### src/rtl/ex_wb_register_pkg.sv
// ---------------------------------------------------------------------------
// ex_wb_register_pkg
// Shared definitions for the execute/writeback pipeline register:
//   - wb_state_t : register occupancy state (EMPTY / FULL / STORE_WAIT)
//   - CLS_*      : one-hot instruction class selects, bit order
//                  {store, branch, writeback} as used by the output router
//   - default widths for the register and its store wait
// ---------------------------------------------------------------------------
package ex_wb_register_pkg;

    localparam int DATA_W_DEF   = 32;
    localparam int REG_AW_DEF   = 5;
    localparam int RAM_WAIT_DEF = 1;

    typedef enum logic [1:0] {
        EMPTY      = 2'b00,
        FULL       = 2'b01,
        STORE_WAIT = 2'b10
    } wb_state_t;

    localparam logic [2:0] CLS_STORE  = 3'b100;
    localparam logic [2:0] CLS_BRANCH = 3'b010;
    localparam logic [2:0] CLS_WB     = 3'b001;

    // A class is legal only when exactly one of the three flags is set.
    function automatic logic cls_one_hot(input logic [2:0] cls);
        return (cls == CLS_STORE) || (cls == CLS_BRANCH) || (cls == CLS_WB);
    endfunction

endpackage

### src/rtl/ex_wb_register_store_wait_counter.sv
// ---------------------------------------------------------------------------
// store_wait_counter
// 4-bit down-counter that times how long a store stays in the
// execute/writeback register.
//   clk, rst_n : clock, asynchronous active-low reset (count returns to 0)
//   load       : load load_val (takes priority over dec)
//   load_val   : remaining extra cycles minus one
//   dec        : decrement by one, saturating at zero
//   zero       : count is zero; the store is in its last waiting cycle
// ---------------------------------------------------------------------------
module store_wait_counter (
    input  logic       clk,
    input  logic       rst_n,
    input  logic       load,
    input  logic [3:0] load_val,
    input  logic       dec,
    output logic       zero
);

    logic [3:0] cnt;

    always_ff @(posedge clk or negedge rst_n) begin
        if (!rst_n) begin
            cnt <= 4'd0;
        end else if (load) begin
            cnt <= load_val;
        end else if (dec && (cnt != 4'd0)) begin
            cnt <= cnt - 4'd1;
        end
    end

    assign zero = (cnt == 4'd0);

endmodule

### src/rtl/ex_wb_register.sv
// ---------------------------------------------------------------------------
// ex_wb_register
// Pipeline register between execute and writeback. Captures the ALU result,
// destination GPR, RAM address and one-hot class every cycle, holds stores
// for RAM_WAIT extra cycles while stalling execute, and inserts bubbles on
// flush, idle input or an illegal (non one-hot) class.
//   clk, rst_n              : clock, asynchronous active-low reset
//   in_valid                : execute stage holds a real instruction
//   in_store/branch/writeback : instruction class (legal when one-hot)
//   in_result, in_dst, in_ramaddr : instruction payload
//   flush                   : branch flush, turns the capture into a bubble
//   ex_stall                : hold execute and earlier stages
//   wb_valid, wb_store/branch/writeback, wb_result, wb_dst, wb_ramaddr
//                           : registered contents (bubble fields are 0)
//   gpr_we, ram_we, pc_load : write/load enables decoded from the contents
//   illegal_op              : sticky, set by an illegal class, reset only
// ---------------------------------------------------------------------------
module ex_wb_register
    import ex_wb_register_pkg::*;
#(
    parameter int DATA_W   = DATA_W_DEF,
    parameter int REG_AW   = REG_AW_DEF,
    parameter int RAM_WAIT = RAM_WAIT_DEF
) (
    input  logic              clk,
    input  logic              rst_n,
    input  logic              in_valid,
    input  logic              in_store,
    input  logic              in_branch,
    input  logic              in_writeback,
    input  logic [DATA_W-1:0] in_result,
    input  logic [REG_AW-1:0] in_dst,
    input  logic [DATA_W-1:0] in_ramaddr,
    input  logic              flush,
    output logic              ex_stall,
    output logic              wb_valid,
    output logic              wb_store,
    output logic              wb_branch,
    output logic              wb_writeback,
    output logic [DATA_W-1:0] wb_result,
    output logic [REG_AW-1:0] wb_dst,
    output logic [DATA_W-1:0] wb_ramaddr,
    output logic              gpr_we,
    output logic              ram_we,
    output logic              pc_load,
    output logic              illegal_op
);

    localparam logic       HAS_WAIT  = (RAM_WAIT > 0);
    localparam logic [3:0] WAIT_LOAD = HAS_WAIT ? 4'(RAM_WAIT - 1) : 4'd0;

    wb_state_t   state;
    wb_state_t   state_nxt;
    logic [2:0]  wb_cls;
    logic [2:0]  in_cls;
    logic        capture_en;
    logic        take;
    logic        bad_cls;
    logic        cnt_load;
    logic        cnt_zero;

    assign in_cls     = {in_store, in_branch, in_writeback};
    // Inputs are only looked at when no store is draining; flush beats in_valid.
    assign capture_en = (state != STORE_WAIT);
    assign take       = capture_en && !flush && in_valid && cls_one_hot(in_cls);
    assign bad_cls    = capture_en && !flush && in_valid && !cls_one_hot(in_cls);
    assign cnt_load   = take && in_store && HAS_WAIT;

    store_wait_counter u_wait (
        .clk      (clk),
        .rst_n    (rst_n),
        .load     (cnt_load),
        .load_val (WAIT_LOAD),
        .dec      (state == STORE_WAIT),
        .zero     (cnt_zero)
    );

    // State register
    always_ff @(posedge clk or negedge rst_n) begin
        if (!rst_n) begin
            state <= EMPTY;
        end else begin
            state <= state_nxt;
        end
    end

    // Next-state logic
    always_comb begin
        state_nxt = state;
        case (state)
            EMPTY, FULL: begin
                if (take) begin
                    state_nxt = (in_store && HAS_WAIT) ? STORE_WAIT : FULL;
                end else begin
                    state_nxt = EMPTY;
                end
            end
            // The store keeps its slot for one more cycle in FULL after the
            // counter expires, giving RAM_WAIT+1 cycles of occupancy.
            STORE_WAIT: begin
                if (cnt_zero) begin
                    state_nxt = FULL;
                end
            end
            default: state_nxt = EMPTY;
        endcase
    end

    // Register contents: frozen while a store drains, bubble fields are 0
    always_ff @(posedge clk or negedge rst_n) begin
        if (!rst_n) begin
            wb_valid   <= 1'b0;
            wb_cls     <= 3'b000;
            wb_result  <= '0;
            wb_dst     <= '0;
            wb_ramaddr <= '0;
        end else if (capture_en) begin
            if (take) begin
                wb_valid   <= 1'b1;
                wb_cls     <= in_cls;
                wb_result  <= in_result;
                wb_dst     <= in_dst;
                wb_ramaddr <= in_ramaddr;
            end else begin
                wb_valid   <= 1'b0;
                wb_cls     <= 3'b000;
                wb_result  <= '0;
                wb_dst     <= '0;
                wb_ramaddr <= '0;
            end
        end
    end

    always_ff @(posedge clk or negedge rst_n) begin
        if (!rst_n) begin
            illegal_op <= 1'b0;
        end else if (bad_cls) begin
            illegal_op <= 1'b1;
        end
    end

    // Output decode from registered state only
    always_comb begin
        wb_store     = wb_cls[2];
        wb_branch    = wb_cls[1];
        wb_writeback = wb_cls[0];
        gpr_we       = wb_valid & wb_cls[0];
        ram_we       = wb_valid & wb_cls[2];
        pc_load      = wb_valid & wb_cls[1];
        ex_stall     = (state == STORE_WAIT);
    end

endmodule

### config.mk
export PLATFORM = sky130hd
export DESIGN_NAME = ex_wb_register
export DESIGN_NICKNAME = d
export VERILOG_FILES = /design/src/rtl/ex_wb_register_pkg.sv /design/src/rtl/ex_wb_register_store_wait_counter.sv /design/src/rtl/ex_wb_register.sv
export SDC_FILE = /design/constraint.sdc
export NUM_CORES = 1
export LEC_CHECK = 0
export CORE_UTILIZATION = 40
export CTS_CLUSTER_SIZE = 10
export DETAILED_ROUTE_END_ITERATION = 12
export HOLD_SLACK_MARGIN = 0.02
export PLACE_DENSITY = 0.78
export SLEW_MARGIN = 10
export SYNTH_ARGS = -nofsm -noshare
export SYNTH_HDL_FRONTEND = slang
export SYNTH_SLANG_ARGS = --single-unit
### constraint.sdc
create_clock -name clk -period 2.3 [get_ports clk]
set_clock_uncertainty 0.15 [all_clocks]
set_input_delay 0.69 -clock clk [delete_from_list [all_inputs] [get_ports clk]]
set_output_delay 0.69 -clock clk [all_outputs]
set_load 0.02 [all_outputs]
Word level (Yosys, flattened, before mapping)
Cells that the tools add are included.
- flip-flop bits (word level): 80
- input port bits: 76
- output and inout bits: 78
- logic and storage cells: 45
- add/subtract/negate cells: 1
- equality and inequality tests: 7
- multiplexer cells: 11
- bitwise operators: 3
- reduce and logical (&&, ||, !) cells: 15
- operators with widths (operator ; count):
    $mux 32 ; 2
    $mux 4 ; 2
    $logic_and 1x1->1 ; 6
    $mux 2 ; 3
    $mux 5 ; 1
    $logic_not 4->1 ; 1
    $ne 2x2->1 const B ; 2
    $pmux 2 s2 ; 1
    $reduce_bool 4->1 ; 1
    $sub 4x1->4 const B ; 1
    $and 1x1->1 ; 3
    $eq 3x1->1 const B ; 1
    $eq 3x2->1 const B ; 1
    $eq 3x3->1 const B ; 1
    $mux 3 ; 1
    $eq 2x1->1 const B ; 1
    $eq 2x2->1 const B ; 1
    $logic_not 1->1 ; 2
    $logic_not 2->1 ; 1
    $logic_or 1x1->1 ; 2
    $reduce_bool 2->1 ; 1
    $reduce_or 2->1 ; 1
    $mux 1 ; 1

Longest topological paths before layout
- depth in word-level cells: 6
- depth in mapped cells: 8
- mapped depth without buffers: 6

Cells and area by module
Synthesis repeated with hierarchy kept, for this count alone.
- cell total of the unflattened synthesis: 225
- area total of the unflattened synthesis: 3183.1 µm²
- by module, submodules not included (module ; instances ; cells each ; area an instance (µm²) ; sequential area each (µm²)):
    ex_wb_register ; 1 ; 198 ; 2930.3 ; 1901.8
    store_wait_counter ; 1 ; 27 ; 252.7 ; 100.1

Worst setup path before layout
Ideal clock, no wire load.
- path kind: input port to flip-flop
- start: input in_store
- end: register wb_ramaddr[15]
- arrival: 1.739 ns
- data required time: 2.029 ns
- slack: 0.290 ns
- cell stages on the path: 8
- cell sequence: buf_2 xor2_1 o21ai_2 nor2b_4 buf_6 buf_8 buf_6 a22o_1
- cells in the longest elaborated chain, start to end: 5
- elaborated cells on any way between the ends: 7
- RTL lines (element ; line ; text):
    start: declaration ; ex_wb_register.sv:28 ; input logic in_store,
    $eq 3x3->1 or $eq 3x2->1 (tied branches) ; ex_wb_register_pkg.sv:27 ; return (cls == CLS_STORE) || (cls == CLS_BRANCH) || (cls == CLS_WB);
    $logic_or 1x1->1 ; ex_wb_register_pkg.sv:27 ;
    $logic_or 1x1->1 * ; ex_wb_register_pkg.sv:27 ;
    $logic_and 1x1->1 * ; ex_wb_register.sv:65 ; assign take = capture_en && !flush && in_valid && cls_one_hot(in_cls);
    $mux 32 * ; ex_wb_register.sv:118 ; if (take) begin
    end signal: assignment ; ex_wb_register.sv:123 ; wb_ramaddr <= in_ramaddr;
    end: declaration ; ex_wb_register.sv:42 ; output logic [DATA_W-1:0] wb_ramaddr,
Mark *: on every way between the ends. The rest lies on a longest branch, timed or not.
A chain may end at the register's enable or synchronous reset.

Worst setup path after layout
- start: register illegal_op
- end: output illegal_op
- RTL lines (element ; line ; text):
    start: declaration ; ex_wb_register.sv:46 ; output logic illegal_op
    start signal: assignment ; ex_wb_register.sv:136 ; illegal_op <= 1'b0;
    start signal: assignment ; ex_wb_register.sv:138 ; illegal_op <= 1'b1;
No word-level cell between the ends.

==> flow_metrics.env <==
export IMPL_arrival_ns=1.34
export IMPL_antenna_found_initial=0
export IMPL_crit_path_max_fanout=2
export IMPL_clk_pin_slew_ns=0.08
export IMPL_die_area_mm2=0.00787
export IMPL_drv_cap=0
export IMPL_synth_avg_cell_area_um2=14.6
export IMPL_fin_nets=437
export IMPL_grtUsageTotal_pct=20.0
export IMPL_first_pass_iters=4
export IMPL_ir_worst_vdd_uv=395
export IMPL_cts_inserted_buffers=9
export IMPL_post_place_ws_ns=-0.0591
export IMPL_fin_crit_sh_pct=94.9
export IMPL_yosys_area_top_type_share_pct=66.5
export IMPL_status="complete, no violations"
export IMPL_synth_adder_area_share_pct=0.832
export IMPL_grt_use_met3_pct=5.60
export IMPL_grt_pass1_vias=2314
export IMPL_rsz0062_at_grt="false"
export IMPL_ys_types=27
export IMPL_grt_pass1_wl_um=11600
export IMPL_critPathBufInv=1
export IMPL_criticalPathCategory="flop to primary output"
export IMPL_use_met1_pct=25.7
export IMPL_rows=31
export IMPL_io_buffers=153
export IMPL_end_kind="primary output"
export IMPL_max_slew_margin_pct=68.4
export IMPL_overflow=0
export IMPL_synth_top_family_by_area="compound AO/OA/AOI/OAI gates"
export IMPL_hpwl_um=5390
export IMPL_synth_area_mm2=0.00301
export IMPL_final_hold_viol_count=0
export IMPL_ys_warnings_count=0
export IMPL_min_period_ns=2.18
export IMPL_start_kind="flop"
export IMPL_synth_seq_cells=80
export IMPL_reg2reg_from="state[1]"
export IMPL_final_layout_size_suffix_gt1_share_pct=7.71
export IMPL_synth_area_leaders="dfrtp_1 67%, a22o_1 21%, buf_6 1.5%"
export IMPL_cp_slowest_cell="clkdlybuf4s50_1"
export IMPL_cts_num_sinks=80
export IMPL_synthCells=206
export IMPL_chipWidth_um=88.7
export IMPL_clock_latency_ns=0.34
export IMPL_fmax_mhz=458
export IMPL_critPathMaxStageDelay_ns=0.64
export IMPL_synth_simple_area_share_pct=3.37
export IMPL_final_common_cell="clkdlybuf4s50_1"
export IMPL_tritoncts="done"
export IMPL_met2_usage_pct=31.7
export IMPL_root_buffer="clkbuf_8"
export IMPL_total_power_mw=3.90
export IMPL_finalWeightedCongestion=0.661
export IMPL_path_cells="clkdlybuf4s50_1"
export IMPL_vias_per_cell=5.10
export IMPL_synth_compound_area_share_pct=23.6
export IMPL_finalSetupViolations=0
export IMPL_wire_per_inst_um=16.5
export IMPL_place_area_mm2=0.00465
export IMPL_finalNonFillerCells=462
export IMPL_r2r_cells=6
export IMPL_tightest_slew_ns=0.474
export IMPL_start_util_pct=41.5
export IMPL_synth_xor_area_share_pct=0.873
export IMPL_synthMuxAreaShare_pct=0.374
export IMPL_reg2reg_slack_ns=0.42
export IMPL_htree_levels=3
export IMPL_ios=154
export IMPL_reg2reg_to="wb_result[29]"
export IMPL_coreArea_mm2=0.00725
export IMPL_synth_fp_nets=284
export IMPL_crit_required_ns=1.46
export IMPL_power_leakage_nw=2.19
export IMPL_final_max_slew_viol_count=0
export IMPL_powerDensity_mw_per_mm2=805
export IMPL_wirelength_um=7630
export IMPL_yosys_area_top_type="dfrtp_1"
export IMPL_holdBufCountCts=0
export IMPL_final_cell_mix="147 x clkdlybuf4s50_1, 80 x dfrtp_1, 72 x a22o_1"
export IMPL_fin_ws_ns=0.117
export IMPL_final_area_mm2=0.00484
export IMPL_ant_nets=0
export IMPL_clock_path_buffers=2
export IMPL_n_antenna_cell=0
export IMPL_grt_max_degree=52
export IMPL_dr_first_iter_drc_count=59
export IMPL_via_count=2354
export IMPL_gr_max_usage_layer="met2"
export IMPL_die_h_um=88.7
export IMPL_tns_ns=0
export IMPL_hp_class="input pin to asynchronous set/reset pin"
export IMPL_area_growth_pct=60.9
export IMPL_route_detailed_drc=0
export IMPL_dp_cells=447
export IMPL_cp_top_family="buffers and inverters"
export IMPL_ys_seq_area_share_pct=66.5
through the flow:
| stage | util (%) | hold WS (ns) |
|---|---|---|
| after floorplan | - | 0.244 |
| after global placement | 64.1 | 0.302 |
| after detailed placement | 64.1 | 0.333 |
| after CTS | 66.7 | 0.117 |
| after global routing | 66.7 | 0.133 |
| final | 66.7 | 0.120 |
registers in the layout (all words and copies together) (netlist names):
name        flops
illegal_op      1
wb_cls          3
wb_dst          5
wb_valid        1
u_wait.cnt      4
wb_result      32
state           2
wb_ramaddr     32
cells in the mapped netlist:
library cell  number
a21o_1             2
a21oi_1            5
a22o_1            72
a31o_2             1
a32o_1             1
and2_1             3
and4b_1            1
buf_2              7
buf_6              4
buf_8              1
clkbuf_1           7
dfrtp_1           80
ha_1               2
inv_1              3
mux2_2             1
nand2_1            1
nand2b_1           1
nand4b_1           1
nor2_1             4
nor2b_1            1
nor2b_4            1
nor3b_4            1
o21a_1             1
o21ai_0            1
o21ai_2            1
xnor2_1            1
xor2_1             2
timing repair:
action                                  CTS  global route
endpoints found under the hold margin     0             0
endpoints found under the setup margin    5             0
buffers inserted                          0             0
gates resized for setup                   5             0
logic make-up after synthesis:
kind of cell | Yosys count
simple gates | 14
fa+ha+maj | 2
xor+xnor | 3
mux | 1
flops | 80
buf+inv | 22
compound gates | 84
worst register-to-register path, stage by stage, from the launching register on:
cell and delay (ns):
dfrtp_1 0.41, nor2b_4 0.14, buf_4 0.24, nor3b_4 0.24, nor2b_4 0.25, buf_12 0.22, a22o_1 0.17
worst max path at each step:
stage	cells after the start	endpoint	slack (ns)	from
after floorplan	8	wb_ramaddr[15]	0.29	in_store
after global placement	6	state[1]	-0.01	in_branch
after detailed placement	6	wb_result[29]	-0.06	in_branch
after CTS	1	wb_result[29]	0.1	wb_result[29]
after global routing	1	illegal_op	0.05	illegal_op
final	1	illegal_op	0.12	illegal_op
layer usage:
layer  vias to the layer above  wire, um
met4                         0       125
li1                       1079         -
met3                        11       569
met5                         -         0
met1                      1165      3140
met2                        99      3790
power by group:
| part | leakage [nW] | switching [mW] | internal [mW] |
|---|---|---|---|
| Clock | 0.103 | 0.455 | 0.603 |
| Combinational | 0.994 | 0.621 | 0.541 |
| Sequential | 1.09 | 0.109 | 1.57 |
cell type report:
type / count / area [um2]
clock buffers: 11 / 131
clock inverters: 4 / 70.1
fillers: 565 / 2410
inverters: 3 / 11.3
multi-input cells: 104 / 882
flip-flops and latches: 80 / 2000
well taps: 99 / 124
repair buffers: 161 / 1620
Note: power is estimated with default switching activity, not from simulation.
